File: src/rtl/sipo_deserializer.sv
// sipo_deserializer
// Serial-to-parallel receiver. A start strobe (qualified by sin_valid) aligns a
// frame, WIDTH valid bits are collected in a shift register, and the completed
// word is handed to a one-deep output buffer with a valid/ready handshake.
// A completed word that finds the buffer full and not draining is dropped and
// the sticky overrun flag is raised.
//
// Ports
//   clk, rst_n       rising-edge clock, asynchronous active-low reset
//   sin, sin_valid   serial bit and its qualifier
//   start            frame alignment strobe (only honoured with sin_valid)
//   dout, dout_valid received word, held stable until accepted
//   dout_ready       consumer accepts dout on dout_valid && dout_ready
//   busy             high while a frame is being collected
//   bit_cnt          bits received so far in the current frame
//   overrun          sticky drop flag, cleared by clr_ovr (a new drop wins)
module sipo_deserializer #(
    parameter int WIDTH      = 4,
    parameter bit MSB_FIRST  = 1'b1,
    parameter bit CONTINUOUS = 1'b0,
    localparam int CW        = $clog2(WIDTH) + 1
) (
    input  logic             clk,
    input  logic             rst_n,
    input  logic             sin,
    input  logic             sin_valid,
    input  logic             start,
    output logic [WIDTH-1:0] dout,
    output logic             dout_valid,
    input  logic             dout_ready,
    output logic             busy,
    output logic [CW-1:0]    bit_cnt,
    output logic             overrun,
    input  logic             clr_ovr
);

    typedef enum logic {IDLE = 1'b0, SHIFT = 1'b1} state_t;

    state_t           state_q, state_d;
    logic [WIDTH-1:0] shift_q, shift_d;
    logic [CW-1:0]    cnt_q, cnt_d;
    logic [WIDTH-1:0] dout_q, dout_d;
    logic             dout_valid_q, dout_valid_d;
    logic             overrun_q, overrun_d;

    logic             take_bit;
    logic             done;
    logic             buf_free;
    logic [WIDTH-1:0] base;
    logic [WIDTH-1:0] shifted;
    logic [CW-1:0]    cnt_inc;

    // A start bit (in either state) restarts the frame from an empty word,
    // which covers both the idle start and the resync case.
    always_comb begin
        take_bit = sin_valid && (start || (state_q == SHIFT));
        base     = start ? '0 : shift_q;
        cnt_inc  = (start ? '0 : cnt_q) + CW'(1);
        if (MSB_FIRST) shifted = {base[WIDTH-2:0], sin};
        else           shifted = {sin, base[WIDTH-1:1]};
        done     = take_bit && (cnt_inc == CW'(WIDTH));
        // The buffer can take a new word if empty or being drained this edge.
        buf_free = !dout_valid_q || dout_ready;
    end

    // State register
    always_ff @(posedge clk or negedge rst_n) begin
        if (!rst_n) state_q <= IDLE;
        else        state_q <= state_d;
    end

    // Next-state logic
    always_comb begin
        state_d = state_q;
        if (done)          state_d = CONTINUOUS ? SHIFT : IDLE;
        else if (take_bit) state_d = SHIFT;
    end

    // Output logic
    always_comb begin
        busy = (state_q == SHIFT);
    end

    // Datapath next values
    always_comb begin
        shift_d      = shift_q;
        cnt_d        = cnt_q;
        dout_d       = dout_q;
        dout_valid_d = dout_valid_q;
        overrun_d    = overrun_q;

        if (done) begin
            shift_d = '0;
            cnt_d   = '0;
        end else if (take_bit) begin
            shift_d = shifted;
            cnt_d   = cnt_inc;
        end

        if (done && buf_free) begin
            dout_d       = shifted;
            dout_valid_d = 1'b1;
        end else if (dout_valid_q && dout_ready) begin
            dout_valid_d = 1'b0;
        end

        // Set has priority over clear.
        if (done && !buf_free) overrun_d = 1'b1;
        else if (clr_ovr)      overrun_d = 1'b0;
    end

    always_ff @(posedge clk or negedge rst_n) begin
        if (!rst_n) begin
            shift_q      <= '0;
            cnt_q        <= '0;
            dout_q       <= '0;
            dout_valid_q <= 1'b0;
            overrun_q    <= 1'b0;
        end else begin
            shift_q      <= shift_d;
            cnt_q        <= cnt_d;
            dout_q       <= dout_d;
            dout_valid_q <= dout_valid_d;
            overrun_q    <= overrun_d;
        end
    end

    assign dout       = dout_q;
    assign dout_valid = dout_valid_q;
    assign bit_cnt    = cnt_q;
    assign overrun    = overrun_q;

endmodule

File: config.mk
export PLATFORM = sky130hd
export DESIGN_NAME = sipo_deserializer
export DESIGN_NICKNAME = d
export VERILOG_FILES = /design/src/rtl/sipo_deserializer.sv
export SDC_FILE = /design/constraint.sdc
export NUM_CORES = 1
export LEC_CHECK = 0
export ABC_CLOCK_PERIOD_IN_PS = 1490
export CAP_MARGIN = 20
export CELL_PAD_IN_SITES_DETAIL_PLACEMENT = 1
export CELL_PAD_IN_SITES_GLOBAL_PLACEMENT = 2
export CORE_UTILIZATION = 25
export DETAILED_ROUTE_END_ITERATION = 6
export DONT_BUFFER_PORTS = 1
export HOLD_SLACK_MARGIN = 0.06
export PLACE_DENSITY = 0.59
export SYNTH_ARGS = -nofsm -noshare
export SYNTH_HDL_FRONTEND = slang
export SYNTH_SLANG_ARGS = --single-unit
File: constraint.sdc
create_clock -name clk -period 1.49 [get_ports clk]
set_input_delay 0.298 -clock clk [delete_from_list [all_inputs] [get_ports clk]]
set_output_delay 0.298 -clock clk [all_outputs]
set_load 0.01 [all_outputs]
## Word-level counts from Yosys, hierarchy flattened

Cells that the tools add are included.

| cells by class | value |
|---|---|
| add/subtract/negate cells | 1 |
| eq/ne operators | 1 |
| mux-type cells | 12 |
| reduce and logical (&&, ||, !) cells | 12 |

Operators with widths:

| kind | number |
|---|---|
| $mux 3 | 6 |
| $mux 1 | 6 |
| $reduce_bool 2->1 | 3 |
| $logic_and 1x1->1 | 5 |
| $add 3x1->3 const B | 1 |
| $eq 3x3->1 const B | 1 |
| $logic_not 1->1 | 2 |
| $logic_or 1x1->1 | 2 |

| storage, ports and cells | value |
|---|---|
| flip-flop bits (word level) | 13 |
| input port bits | 7 |
| output and inout bits | 10 |
| word-level logic and storage cells | 32 |

## Longest topological paths before layout

Gate-level depths: netlist (run 1).

| depth | value |
|---|---|
| depth in word-level cells | 6 |
| gate-level depth with buffers | 8 |
| gate-level depth less buffers | 6 |

## Least setup slack after synthesis (run 1)

OpenSTA, ideal clock, no wires.

| timing path | value |
|---|---|
| kind | flip-flop to flip-flop |
| from | register cnt_q[0] (netlist: bit_cnt[0]) |
| to | register dout_q[0] (netlist: dout[0]) |
| library setup time | 0.125 ns |
| arrival | 1.460 ns |
| required time | 1.365 ns |
| setup slack | -0.095 ns |
| stages on the path, launching flop included | 7 |
| path buffers | 1 |
| period minus slack after synthesis | 1.585 ns |
| path through | dfrtp_1 -> nor2b_1 -> ha_1 -> ha_1 -> buf_2 -> nand3_4 -> mux2_4 |

| between the ends | value |
|---|---|
| longest elaborated chain between the ends | 5 |

Ends and longest elaborated chain:

| item | RTL line | RTL |
|---|---|---|
| start: declaration | 41 | `logic [CW-1:0] cnt_q, cnt_d;` |
| start signal: assignment | 121 | `cnt_q <= cnt_d;` |
| $mux 3 | 58 | `cnt_inc = (start ? '0 : cnt_q) + CW'(1);` |
| $add 3x1->3 | 58 |  |
| $eq 3x3->1 | 61 | `done = take_bit && (cnt_inc == CW'(WIDTH));` |
| $logic_and 1x1->1 | 61 |  |
| $logic_and 1x1->1 | 100 | `if (done && buf_free) begin` |
| end signal: assignment | 122 | `dout_q <= dout_d;` |
| end: declaration | 42 | `logic [WIDTH-1:0] dout_q, dout_d;` |

Every way passes these cells.
A chain may end at the register's enable or synchronous reset.

## Worst setup path in the final report (run 1)

| timing path | value |
|---|---|
| from | register cnt_q[1] (netlist: bit_cnt[1]) |
| to | register dout_q[2] (netlist: dout[2]) |

Same word-level chain as after synthesis.

==> PnR_summary.wiki, run 1 <==
{| class="wikitable"
! Metric !! Value
|-
| Antenna cells || 0
|-
| Post-placement worst setup slack || 0.0416 ns
|-
| Worst-case headroom to the max-slew limit || 0.608
|-
| Clock root buffer || sky130_fd_sc_hd__clkbuf_4
|-
| Number of warnings printed during yosys synthesis || 0
|-
| Routability cong. || 0.654
|-
| Nets || 72
|-
| Crit path kind || flop to flop
|-
| Initial Util || 0.273
|-
| DP Wirelength || 903 µm
|-
| Largest cells by area after synthesis || sky130_fd_sc_hd__dfrtp_1 (52%), sky130_fd_sc_hd__mux2_4 (9.7%), sky130_fd_sc_hd__nand2_1 (6.0%)
|-
| TritonCTS sink count || 13
|-
| CP endpoint kind || flop
|-
| Cell at the slowest stage of the critical path || sky130_fd_sc_hd__dfrtp_1
|-
| Number of port buffers || 0
|-
| Static power due to leakage || 0.000331 µW
|-
| Clock H-tree levels || 1
|-
| Hold_ws || 0.0971 ns
|-
| Number of distinct library cell variants in the gate-level netlist after synthesis || 17
|-
| Worst-Margin Slew || 0.587 ns
|-
| Number of max-cap violations || 0
|-
| Die area || 0.00269 mm²
|-
| Insertion delay of the later-clocked pin in the worst-skew pair || 0.27 ns
|-
| Number of failing setup endpoints in the final timing report || 0
|-
| Layout cell share with drive strength beyond 1 || 0.290
|-
| Arrival time reported for the critical path endpoint || 1.59 ns
|-
| Max clock buf depth || 2
|-
| Most common cell after layout, fill and taps aside || sky130_fd_sc_hd__dfrtp_1
|-
| Number of vias per cell after detailed routing || 4.47
|-
| Avg Inst Size Synth || 11.3 µm²
|-
| Run status || finished clean
|-
| Signed area change from the synthesized netlist to the final layout || 18.3%
|-
| Clock transition at the registers of the reported paths || 0.08 ns
|-
| Commonest non-fill, non-tap cells in the layout || sky130_fd_sc_hd__dfrtp_1 (13), sky130_fd_sc_hd__nand2_1 (10), sky130_fd_sc_hd__buf_4 (5)
|-
| DRC viols || 0
|-
| Pin count of the biggest net entering global routing || 14
|-
| Utilization of the core after routing || 0.323
|-
| Overall fraction of global-route tracks in use || 0.108
|-
| IO Count || 17
|-
| Max Transition Viols Final || 0
|-
| Final Worst Setup Slack || 0.0560 ns
|-
| Number of iterations in the first detailed-routing pass || 2
|-
| Number of storage elements in the synthesis netlist || 13
|-
| Share of the clock period used by the worst path || 0.962
|-
| Final Power || 842 µW
|-
| Number of DRC violations after detailed-routing iteration 0 || 3
|-
| Critical path, cell by cell || nor2b_2, ha_2, ha_4, nand3_4, mux2_4
|-
| Power per cell area || 1150 mW/mm²
|-
| Min cycle time layout || 1.43 ns
|-
| Routed wire length per instance || 13.4 µm
|-
| Number of standard cells after synthesis || 55
|-
| F_max || 697 MHz
|-
| Post-Route WL || 1210 µm
|-
| Global route total overflow || 0
|-
| Skew final || 0.00458 ns
|-
| Syn Std Cell Area || 621 µm²
|-
| Share of the yosys chip area belonging to registers || 0.524
|-
| Via count || 402
|-
| Global-route wire length before repair || 2070 µm
|-
| Overall die width || 51.8 µm
|-
| CP peak stage delay || 0.39 ns
|-
| CTS tree || built
|-
| Fraction of synthesized cell area taken by the top area cell type || 0.524
|-
| Post-detailed-route count of antenna-violating nets || 0
|-
| Count of endpoints failing hold in the final timing report || 0
|-
| Cell area after placement || 681 µm²
|-
| Chip Height || 51.8 µm
|-
| Std-Cell Core Area || 0.00228 mm²
|-
| TritonCTS buffer count || 3
|-
| Row count || 17
|-
| Number of antenna violations at the first check in global routing || 0
|-
| Post-route cell area || 734 µm²
|-
| Largest vdd supply drop || 0.000618 V
|-
| Path type of the worst min-delay path || primary input to flop
|-
| Launching element type of the critical path || flop
|-
| Total nets after synthesis || 64
|-
| Largest fanout on the critical path || 7
|-
| Setup repair after global routing missed its margin || false
|-
| Area leader, netlist || sky130_fd_sc_hd__dfrtp_1
|-
| Data required time at the worst endpoint || 1.65 ns
|-
| Number of global-route vias before repair || 447
|}
==> metrics by stage <==
| stage | instances | TNS (ns) |
|---|---|---|
| floorplan | 55 | -0.0211 |
| global placement | 83 | 0 |
| detailed placement | 83 | 0 |
| CTS | 88 | 0 |
| global route | 90 | 0 |
| finish | 90 | 0 |
==> cells by family (layout without fill, tap and decap cells) <==
| logic type | after synthesis | count (layout) | share of synthesized area |
|---|---|---|---|
| flip-flops | 13 | 13 | 0.524 |
| multiplexers | 4 | 4 | 0.0968 |
| AND/OR/NAND/NOR | 21 | 21 | 0.185 |
| buffers and inverters | 4 | 11 | 0.0383 |
| AO/OA/AOI/OAI | 11 | 11 | 0.115 |
| adder cells (fa/ha/maj) | 2 | 2 | 0.0403 |
==> report_power, final <==
group	switching, µW	total [µW]	leakage [µW]	internal [µW]
registers	53.9	460	0.000169	406
logic	67.8	166	0.000148	97.9
clock network	113	216	0.0000150	104
total	234	842	0.000331	608
==> flip-flops by register name, indices dropped and copies added, names as in the netlist <==
name and flops:
dout 4, overrun 1, dout_valid 1, shift_q 3, busy 1, bit_cnt 3
==> layout make-up <==
cell class              count  area [µm²]
clock buffers               4        26.3
well taps                  28        35.0
inverters                   1        3.75
multi-input cells          38         297
fillers                   245        1540
repair buffers              6        47.5
flip-flops and latches     13         325
==> routing by layer <==
metal  share of wire  track usage
met5               0            0
met1            0.44        0.118
met4               0       0.0270
met2            0.49        0.173
met3           0.069       0.0673
==> synthesized netlist by cell type <==
cell / instances
sky130_fd_sc_hd__dfrtp_1: 13
sky130_fd_sc_hd__nand2_1: 10
sky130_fd_sc_hd__nor2b_1: 5
sky130_fd_sc_hd__mux2_4: 4
sky130_fd_sc_hd__nand2b_1: 4
sky130_fd_sc_hd__o21ai_0: 3
sky130_fd_sc_hd__a21oi_1: 2
sky130_fd_sc_hd__buf_4: 2
sky130_fd_sc_hd__ha_1: 2
sky130_fd_sc_hd__o21ai_1: 2
sky130_fd_sc_hd__o31ai_1: 2
sky130_fd_sc_hd__buf_2: 1
sky130_fd_sc_hd__inv_1: 1
sky130_fd_sc_hd__nand3_4: 1
sky130_fd_sc_hd__nor2_1: 1
sky130_fd_sc_hd__o21a_4: 1
sky130_fd_sc_hd__o22ai_1: 1
==> critical path, delay by kind of cell, from the launching register on <==
kind	cells	cell delay [ns]
adders and majority gates	2	0.37
DFF	1	0.39
muxes	1	0.30
and+or+nand+nor	2	0.25
==> final timing paths <==
kind	slack (ns)	cells after the start	start	to
setup reg to reg	0.06	5	bit_cnt[1]$_DFFE_PN0P_	dout[2]$_DFFE_PN0P_
min in group asynchronous	0.46	1	rst_n	shift_q[0]$_DFFE_PN0P_
setup / recovery	0.06	5	bit_cnt[1]$_DFFE_PN0P_	dout[2]$_DFFE_PN0P_
hold / removal	0.1	1	sin_valid	busy$_DFFE_PN0P_
max in group asynchronous	0.65	1	rst_n	dout[1]$_DFFE_PN0P_
hold reg to reg	0.49	2	shift_q[2]$_DFFE_PN0P_	shift_q[2]$_DFFE_PN0P_
==> timing repair <==
item,CTS,global route
hold buffers,1,0
setup endpoints to repair,0,4
gates resized for setup,0,1
endpoints found under the hold margin,13,0
setup buffers,0,2
Note: power is estimated with default switching activity, not from simulation.
==> run 2, diff against run 1 <==
--- a/config.mk
+++ b/config.mk
@@ -5,7 +5,7 @@
 export SDC_FILE = /design/constraint.sdc
 export NUM_CORES = 1
 export LEC_CHECK = 0
-export ABC_CLOCK_PERIOD_IN_PS = 1490
+export ABC_CLOCK_PERIOD_IN_PS = 1700
 export CAP_MARGIN = 20
 export CELL_PAD_IN_SITES_DETAIL_PLACEMENT = 1
 export CELL_PAD_IN_SITES_GLOBAL_PLACEMENT = 2
@@ -13,7 +13,7 @@
 export DETAILED_ROUTE_END_ITERATION = 6
 export DONT_BUFFER_PORTS = 1
 export HOLD_SLACK_MARGIN = 0.06
-export PLACE_DENSITY = 0.59
+export PLACE_DENSITY = 0.57
 export SYNTH_ARGS = -nofsm -noshare
 export SYNTH_HDL_FRONTEND = slang
 export SYNTH_SLANG_ARGS = --single-unit
==> constraint.sdc (replaced) <==
create_clock -name clk -period 1.7 [get_ports clk]
set_input_delay 0.34 -clock clk [delete_from_list [all_inputs] [get_ports clk]]
set_output_delay 0.34 -clock clk [all_outputs]
set_load 0.01 [all_outputs]
==> run 2 against run 1 <==
  * Utilization is 1.6 points lower
  * Sequential power is 11% lower
  * Critical path depth stayed put
  * Critical endpoint is now dout[0]$_DFFE_PN0P_
  * Largest cell class unchanged
==> PnR_summary.wiki, run 2 (synthesized netlist as in run 1, its figures left out) <==
{| class="wikitable"
! Metric !! Value
|-
| Run status || finished clean
|-
| Path type of the worst min-delay path || primary input to flop
|-
| Worst-case headroom to the max-slew limit || 0.603
|-
| Cell area after placement || 658 µm²
|-
| Launching element type of the critical path || flop
|-
| Critical path startpoint || bit_cnt[0]$_DFFE_PN0P_
|-
| Signed area change from the synthesized netlist to the final layout || 12.3%
|-
| Clock H-tree levels || 1
|-
| Overall die width || 51.8 µm
|-
| Row count || 17
|-
| Number of iterations in the first detailed-routing pass || 4
|-
| Overall fraction of global-route tracks in use || 0.114
|-
| Minimum setup slack among reg-to-reg paths || 0.19 ns
|-
| Chip Height || 51.8 µm
|-
| Arrival time reported for the critical path endpoint || 1.68 ns
|-
| TritonCTS buffer count || 3
|-
| Layout cell share with drive strength beyond 1 || 0.217
|-
| Routability cong. || 0.603
|-
| Number of failing setup endpoints in the final timing report || 0
|-
| Crit path kind || flop to flop
|-
| Total met3 wirelength after detailed routing || 95 µm
|-
| Commonest non-fill, non-tap cells in the layout || sky130_fd_sc_hd__dfrtp_1 (13), sky130_fd_sc_hd__nand2_1 (10), sky130_fd_sc_hd__nor2b_1 (5)
|-
| CTS tree || built
|-
| Number of port buffers || 0
|-
| TritonCTS sink count || 13
|-
| Fill cell count || 257
|-
| IO Count || 17
|-
| DRC viols || 0
|-
| Power per cell area || 1040 mW/mm²
|-
| Highest metal layer with signal wires || met4
|-
| End point of the critical path || dout[0]$_DFFE_PN0P_
|-
| Data required time at the worst endpoint || 1.87 ns
|-
| Post-Route WL || 1210 µm
|-
| Launch instance of the worst register-to-register path || bit_cnt[0]$_DFFE_PN0P_
|-
| Most common cell after layout, fill and taps aside || sky130_fd_sc_hd__dfrtp_1
|-
| Area of the multi-input gates || 274 µm²
|-
| Via count || 405
|-
| Number of global-route vias before repair || 440
|-
| Die area || 0.00269 mm²
|-
| Static power due to leakage || 0.000315 µW
|-
| Initial Util || 0.273
|-
| Largest vdd supply drop || 0.000531 V
|-
| Setup repair after global routing missed its margin || false
|-
| Number of DRC violations after detailed-routing iteration 0 || 7
|-
| Setup bufs post-CTS || 0
|-
| Met1 routed wirelength after detailed routing || 586 µm
|-
| Min cycle time layout || 1.51 ns
|-
| Number of antenna violations at the first check in global routing || 0
|-
| Skew final || 0.00523 ns
|-
| Global-route wire length before repair || 2090 µm
|-
| Antenna cells || 0
|-
| F_max || 662 MHz
|-
| Number of vias per cell after detailed routing || 4.60
|-
| Std-Cell Core Area || 0.00228 mm²
|-
| Worst-Margin Slew || 0.594 ns
|-
| Global route total overflow || 0
|-
| Max Transition Viols Final || 0
|-
| Insertion delay of the later-clocked pin in the worst-skew pair || 0.28 ns
|-
| Post-route cell area || 697 µm²
|-
| CP endpoint kind || flop
|-
| Worst flop-to-flop path endpoint || dout[0]$_DFFE_PN0P_
|-
| Largest fanout on the critical path || 5
|-
| Nets || 70
|-
| Worst-case reg-to-reg path depth || 5
|-
| Footprint of the flip-flops and latches || 325 µm²
|-
| Routed length on met2 || 513 µm
|-
| Sum Neg Setup Slack || 0 ns
|-
| Routed wire length per instance || 13.7 µm
|-
| Share of the clock period used by the worst path || 0.888
|-
| Pin count of the biggest net entering global routing || 14
|-
| Clock root buffer || sky130_fd_sc_hd__clkbuf_4
|-
| Number of flip-flops under the largest register name || 4
|-
| Number of max-cap violations || 0
|-
| Max clock buf depth || 2
|-
| Post-detailed-route count of antenna-violating nets || 0
|-
| Clock transition at the registers of the reported paths || 0.09 ns
|-
| Count of endpoints failing hold in the final timing report || 0
|}
-- run 2: cell types whose count changed in the layout (fill, tap and decap cells not counted) --
cell / delta
sky130_fd_sc_hd__buf_4: -2
sky130_fd_sc_hd__ha_1: +1
sky130_fd_sc_hd__ha_4: -1
sky130_fd_sc_hd__nor2b_1: +2
sky130_fd_sc_hd__nor2b_2: -1
sky130_fd_sc_hd__nor2b_4: -1
-- run 2: per-layer routing --
metal | vias to the layer above | track usage
li1 | 192 | -
met1 | 196 | 0.146
met2 | 15 | 0.154
met3 | 2 | 0.0673
met4 | 0 | 0.0405
met5 | - | 0
-- run 2: layout make-up --
type,instances,share of cell area
flip-flops and latches,13,0.467
well taps,28,0.0503
multi-input cells,38,0.393
repair buffers,4,0.0467
clock buffers,4,0.0377
inverters,1,0.00539
-- run 2: worst max-delay path, cell delays in order, from the launching register on --
cell and delay [ns]:
sky130_fd_sc_hd__dfrtp_1 0.35, sky130_fd_sc_hd__nor2b_1 0.20, sky130_fd_sc_hd__ha_1 0.18, sky130_fd_sc_hd__ha_2 0.23, sky130_fd_sc_hd__nand3_4 0.12, sky130_fd_sc_hd__mux2_4 0.31
-- run 2: per-stage QoR --
stage | setup WS [ns] | hold WS (ns) | std cells | utilization | total power (µW)
floorplan | 0.0894 | 0.0444 | 55 | - | 500
global placement | 0.139 | 0.0448 | 83 | 0.289 | 527
detailed placement | 0.115 | 0.0448 | 83 | 0.289 | 529
CTS | 0.0977 | 0.131 | 88 | 0.305 | 738
global route | 0.0685 | 0.125 | 88 | 0.306 | 771
finish | 0.190 | 0.137 | 88 | 0.306 | 726
-- run 2: how the worst min path moves through the flow --
stage,startpoint,end,slack (ns),depth (start not counted)
final,sin_valid,busy$_DFFE_PN0P_,0.14,1
after global routing,sin_valid,busy$_DFFE_PN0P_,0.13,1
after CTS,sin_valid,busy$_DFFE_PN0P_,0.13,1
after detailed placement,rst_n,dout[3]$_DFFE_PN0P_,0.04,0
after global placement,rst_n,bit_cnt[0]$_DFFE_PN0P_,0.04,0
after floorplan,rst_n,bit_cnt[0]$_DFFE_PN0P_,0.04,0
-- run 2: timing repair --
action | CTS | global route
resized for setup | 0 | 1
endpoints found under the setup margin | 0 | 1
hold endpoints to repair | 13 | 0
hold buffers | 1 | 0
-- run 2: power breakdown --
part	switching [µW]	total [µW]	internal, µW
clock	107	198	91.0
combinational	50.4	119	69.0
sequential	51.9	408	356
total	210	726	516
==> run 3, diff against run 2 <==
--- a/config.mk
+++ b/config.mk
@@ -5,7 +5,6 @@
 export SDC_FILE = /design/constraint.sdc
 export NUM_CORES = 1
 export LEC_CHECK = 0
-export ABC_CLOCK_PERIOD_IN_PS = 1700
 export CAP_MARGIN = 20
 export CELL_PAD_IN_SITES_DETAIL_PLACEMENT = 1
 export CELL_PAD_IN_SITES_GLOBAL_PLACEMENT = 2
@@ -14,6 +13,7 @@
 export DONT_BUFFER_PORTS = 1
 export HOLD_SLACK_MARGIN = 0.06
 export PLACE_DENSITY = 0.57
+export SLEW_MARGIN = 15
 export SYNTH_ARGS = -nofsm -noshare
 export SYNTH_HDL_FRONTEND = slang
 export SYNTH_SLANG_ARGS = --single-unit
==> constraint.sdc (replaced) <==
create_clock -name clk -period 1.7 [get_ports clk]
set_input_delay 0.34 -clock clk [delete_from_list [all_inputs] [get_ports clk]]
set_output_delay 0.34 -clock clk [all_outputs]
set_load 0.005 [all_outputs]
==> run 3 against run 2 <==
  * Count of clock-buffer cells in the layout did not move
  * Global-route usage increased by 0.17 points
  * Highest routed layer unchanged
  * Combinational power down 8%
  * Sequential power is 3% lower
  * Hold slack improved by 0.0055 ns
  * Non-clock buffer count is 1 lower
  * Design area fell by 1.1%
==> PnR_summary.wiki, run 3 (synthesized netlist as in run 1, its figures left out) <==
{| class="wikitable"
! Metric !! Value
|-
| Run status || finished clean
|-
| Global route total overflow || 0
|-
| Largest fanout on the critical path || 6
|-
| Count of endpoints failing hold in the final timing report || 0
|-
| Routed wire length per instance || 13.9 µm
|-
| Arrival time reported for the critical path endpoint || 1.73 ns
|-
| Nets || 69
|-
| Setup bufs post-CTS || 0
|-
| Number of global-route vias before repair || 446
|-
| Setup repair after global routing missed its margin || false
|-
| Number of failing setup endpoints in the final timing report || 0
|-
| CTS tree || built
|-
| Worst-case headroom to the max-slew limit || 0.584
|-
| Signed area change from the synthesized netlist to the final layout || 11.1%
|-
| Std-Cell Core Area || 0.00228 mm²
|-
| Initial Util || 0.273
|-
| Number of max-cap violations || 0
|-
| Overall fraction of global-route tracks in use || 0.115
|-
| Static power due to leakage || 0.000311 µW
|-
| Min cycle time layout || 1.57 ns
|-
| Insertion delay of the later-clocked pin in the worst-skew pair || 0.27 ns
|-
| Max Transition Viols Final || 0
|-
| Power per cell area || 1010 mW/mm²
|-
| Clock root buffer || sky130_fd_sc_hd__clkbuf_4
|-
| Antenna cells || 0
|-
| Number of DRC violations after detailed-routing iteration 0 || 7
|-
| Clock H-tree levels || 1
|-
| Pin count of the biggest net entering global routing || 14
|-
| Routability cong. || 0.691
|-
| DRC viols || 0
|-
| Crit path kind || flop to flop
|-
| Number of vias per cell after detailed routing || 4.49
|-
| Post-Route WL || 1210 µm
|-
| Cell at the slowest stage of the critical path || sky130_fd_sc_hd__dfrtp_1
|-
| Skew final || 0.000968 ns
|-
| F_max || 639 MHz
|-
| Highest metal layer with signal wires || met4
|-
| Global-route wire length before repair || 2130 µm
|-
| Number of port buffers || 0
|-
| Layout cell share with drive strength beyond 1 || 0.203
|-
| CP peak stage delay || 0.38 ns
|-
| Overall die width || 51.8 µm
|-
| Path type of the worst min-delay path || primary input to flop
|-
| Number of antenna violations at the first check in global routing || 0
|-
| Largest vdd supply drop || 0.000398 V
|-
| Total met3 wirelength after detailed routing || 90 µm
|-
| Share of the clock period used by the worst path || 0.921
|-
| CP endpoint kind || flop
|-
| Launching element type of the critical path || flop
|-
| Number of flip-flops under the largest register name || 4
|-
| Placed Cells || 82
|-
| Routed length on met2 || 565 µm
|-
| Clock transition at the registers of the reported paths || 0.08 ns
|-
| Post-detailed-route count of antenna-violating nets || 0
|-
| Data required time at the worst endpoint || 1.86 ns
|-
| Chip Height || 51.8 µm
|-
| IO Count || 17
|-
| Critical path, cell by cell || nor2b_1, ha_1, ha_2, nand3_4, mux2_4
|-
| WP buf/inv || 0
|-
| Row count || 17
|-
| Final cell count without fillers || 87
|-
| Most common cell after layout, fill and taps aside || sky130_fd_sc_hd__dfrtp_1
|-
| Worst-Margin Slew || 0.621 ns
|-
| DP Wirelength || 860 µm
|-
| Cell family with most CP delay || adder cells
|-
| Commonest non-fill, non-tap cells in the layout || sky130_fd_sc_hd__dfrtp_1 (13), sky130_fd_sc_hd__nand2_1 (10), sky130_fd_sc_hd__nor2b_1 (5)
|-
| Die area || 0.00269 mm²
|-
| Max clock buf depth || 2
|-
| TritonCTS sink count || 13
|-
| Sum Neg Setup Slack || 0 ns
|-
| Via count || 391
|-
| Number of iterations in the first detailed-routing pass || 2
|-
| Met1 routed wirelength after detailed routing || 536 µm
|-
| TritonCTS buffer count || 3
|}
## run 3: worst paths after layout
check,start,endpoint,cells past startpoint,slack [ns]
worst max-delay path,bit_cnt[0]$_DFFE_PN0P_,dout[1]$_DFFE_PN0P_,5,0.13
worst min-delay path,sin_valid,busy$_DFFE_PN0P_,1,0.14
worst max register to register,bit_cnt[0]$_DFFE_PN0P_,dout[1]$_DFFE_PN0P_,5,0.13
worst min register to register,shift_q[2]$_DFFE_PN0P_,shift_q[2]$_DFFE_PN0P_,2,0.49
max in group asynchronous,rst_n,shift_q[0]$_DFFE_PN0P_,1,0.79
min in group asynchronous,rst_n,dout[3]$_DFFE_PN0P_,1,0.52
## run 3: worst register-to-register path, stage by stage (launching register included)
cell and delay (ns):
sky130_fd_sc_hd__dfrtp_1 0.38, sky130_fd_sc_hd__nor2b_1 0.20, sky130_fd_sc_hd__ha_1 0.18, sky130_fd_sc_hd__ha_2 0.26, sky130_fd_sc_hd__nand3_4 0.13, sky130_fd_sc_hd__mux2_4 0.31
## run 3: routing by layer
| layer | up-vias | GRT usage |
|---|---|---|
| met5 | - | 0 |
| met3 | 2 | 0.0556 |
| met4 | 0 | 0.0676 |
| met1 | 184 | 0.129 |
| met2 | 14 | 0.175 |
| li1 | 191 | - |
## run 3: cell type report
cell class | instances | area [µm²]
well taps | 28 | 35.0
inverters | 1 | 3.75
clock buffers | 4 | 26.3
flip-flops and latches | 13 | 325
repair buffers | 3 | 25.0
fillers | 258 | 1590
multi-input cells | 38 | 274
## run 3: per-stage QoR
stage / hold slack (ns) / cell area (µm²) / util / worst slack, ns / power, µW
2_1_floorplan: 0.0444 / 621 / - / 0.0894 / 485
3_3_place_gp: 0.0448 / 651 / 0.286 / 0.115 / 509
3_5_place_dp: 0.0448 / 651 / 0.286 / 0.0570 / 507
4_1_cts: 0.128 / 687 / 0.302 / 0.0370 / 720
5_1_grt: 0.127 / 689 / 0.303 / 0.0127 / 761
6_report: 0.142 / 689 / 0.303 / 0.135 / 697
## run 3: repair_timing
action / in CTS / in global routing
resized for setup: 0 / 1
endpoints found under the setup margin: 0 / 4
hold endpoints to repair: 13 / 0
hold buffers: 1 / 0
## run 3: power by group
group | internal, µW | switching [µW]
clock network | 90.9 | 101
registers | 356 | 39.7
logic | 64.2 | 45.5
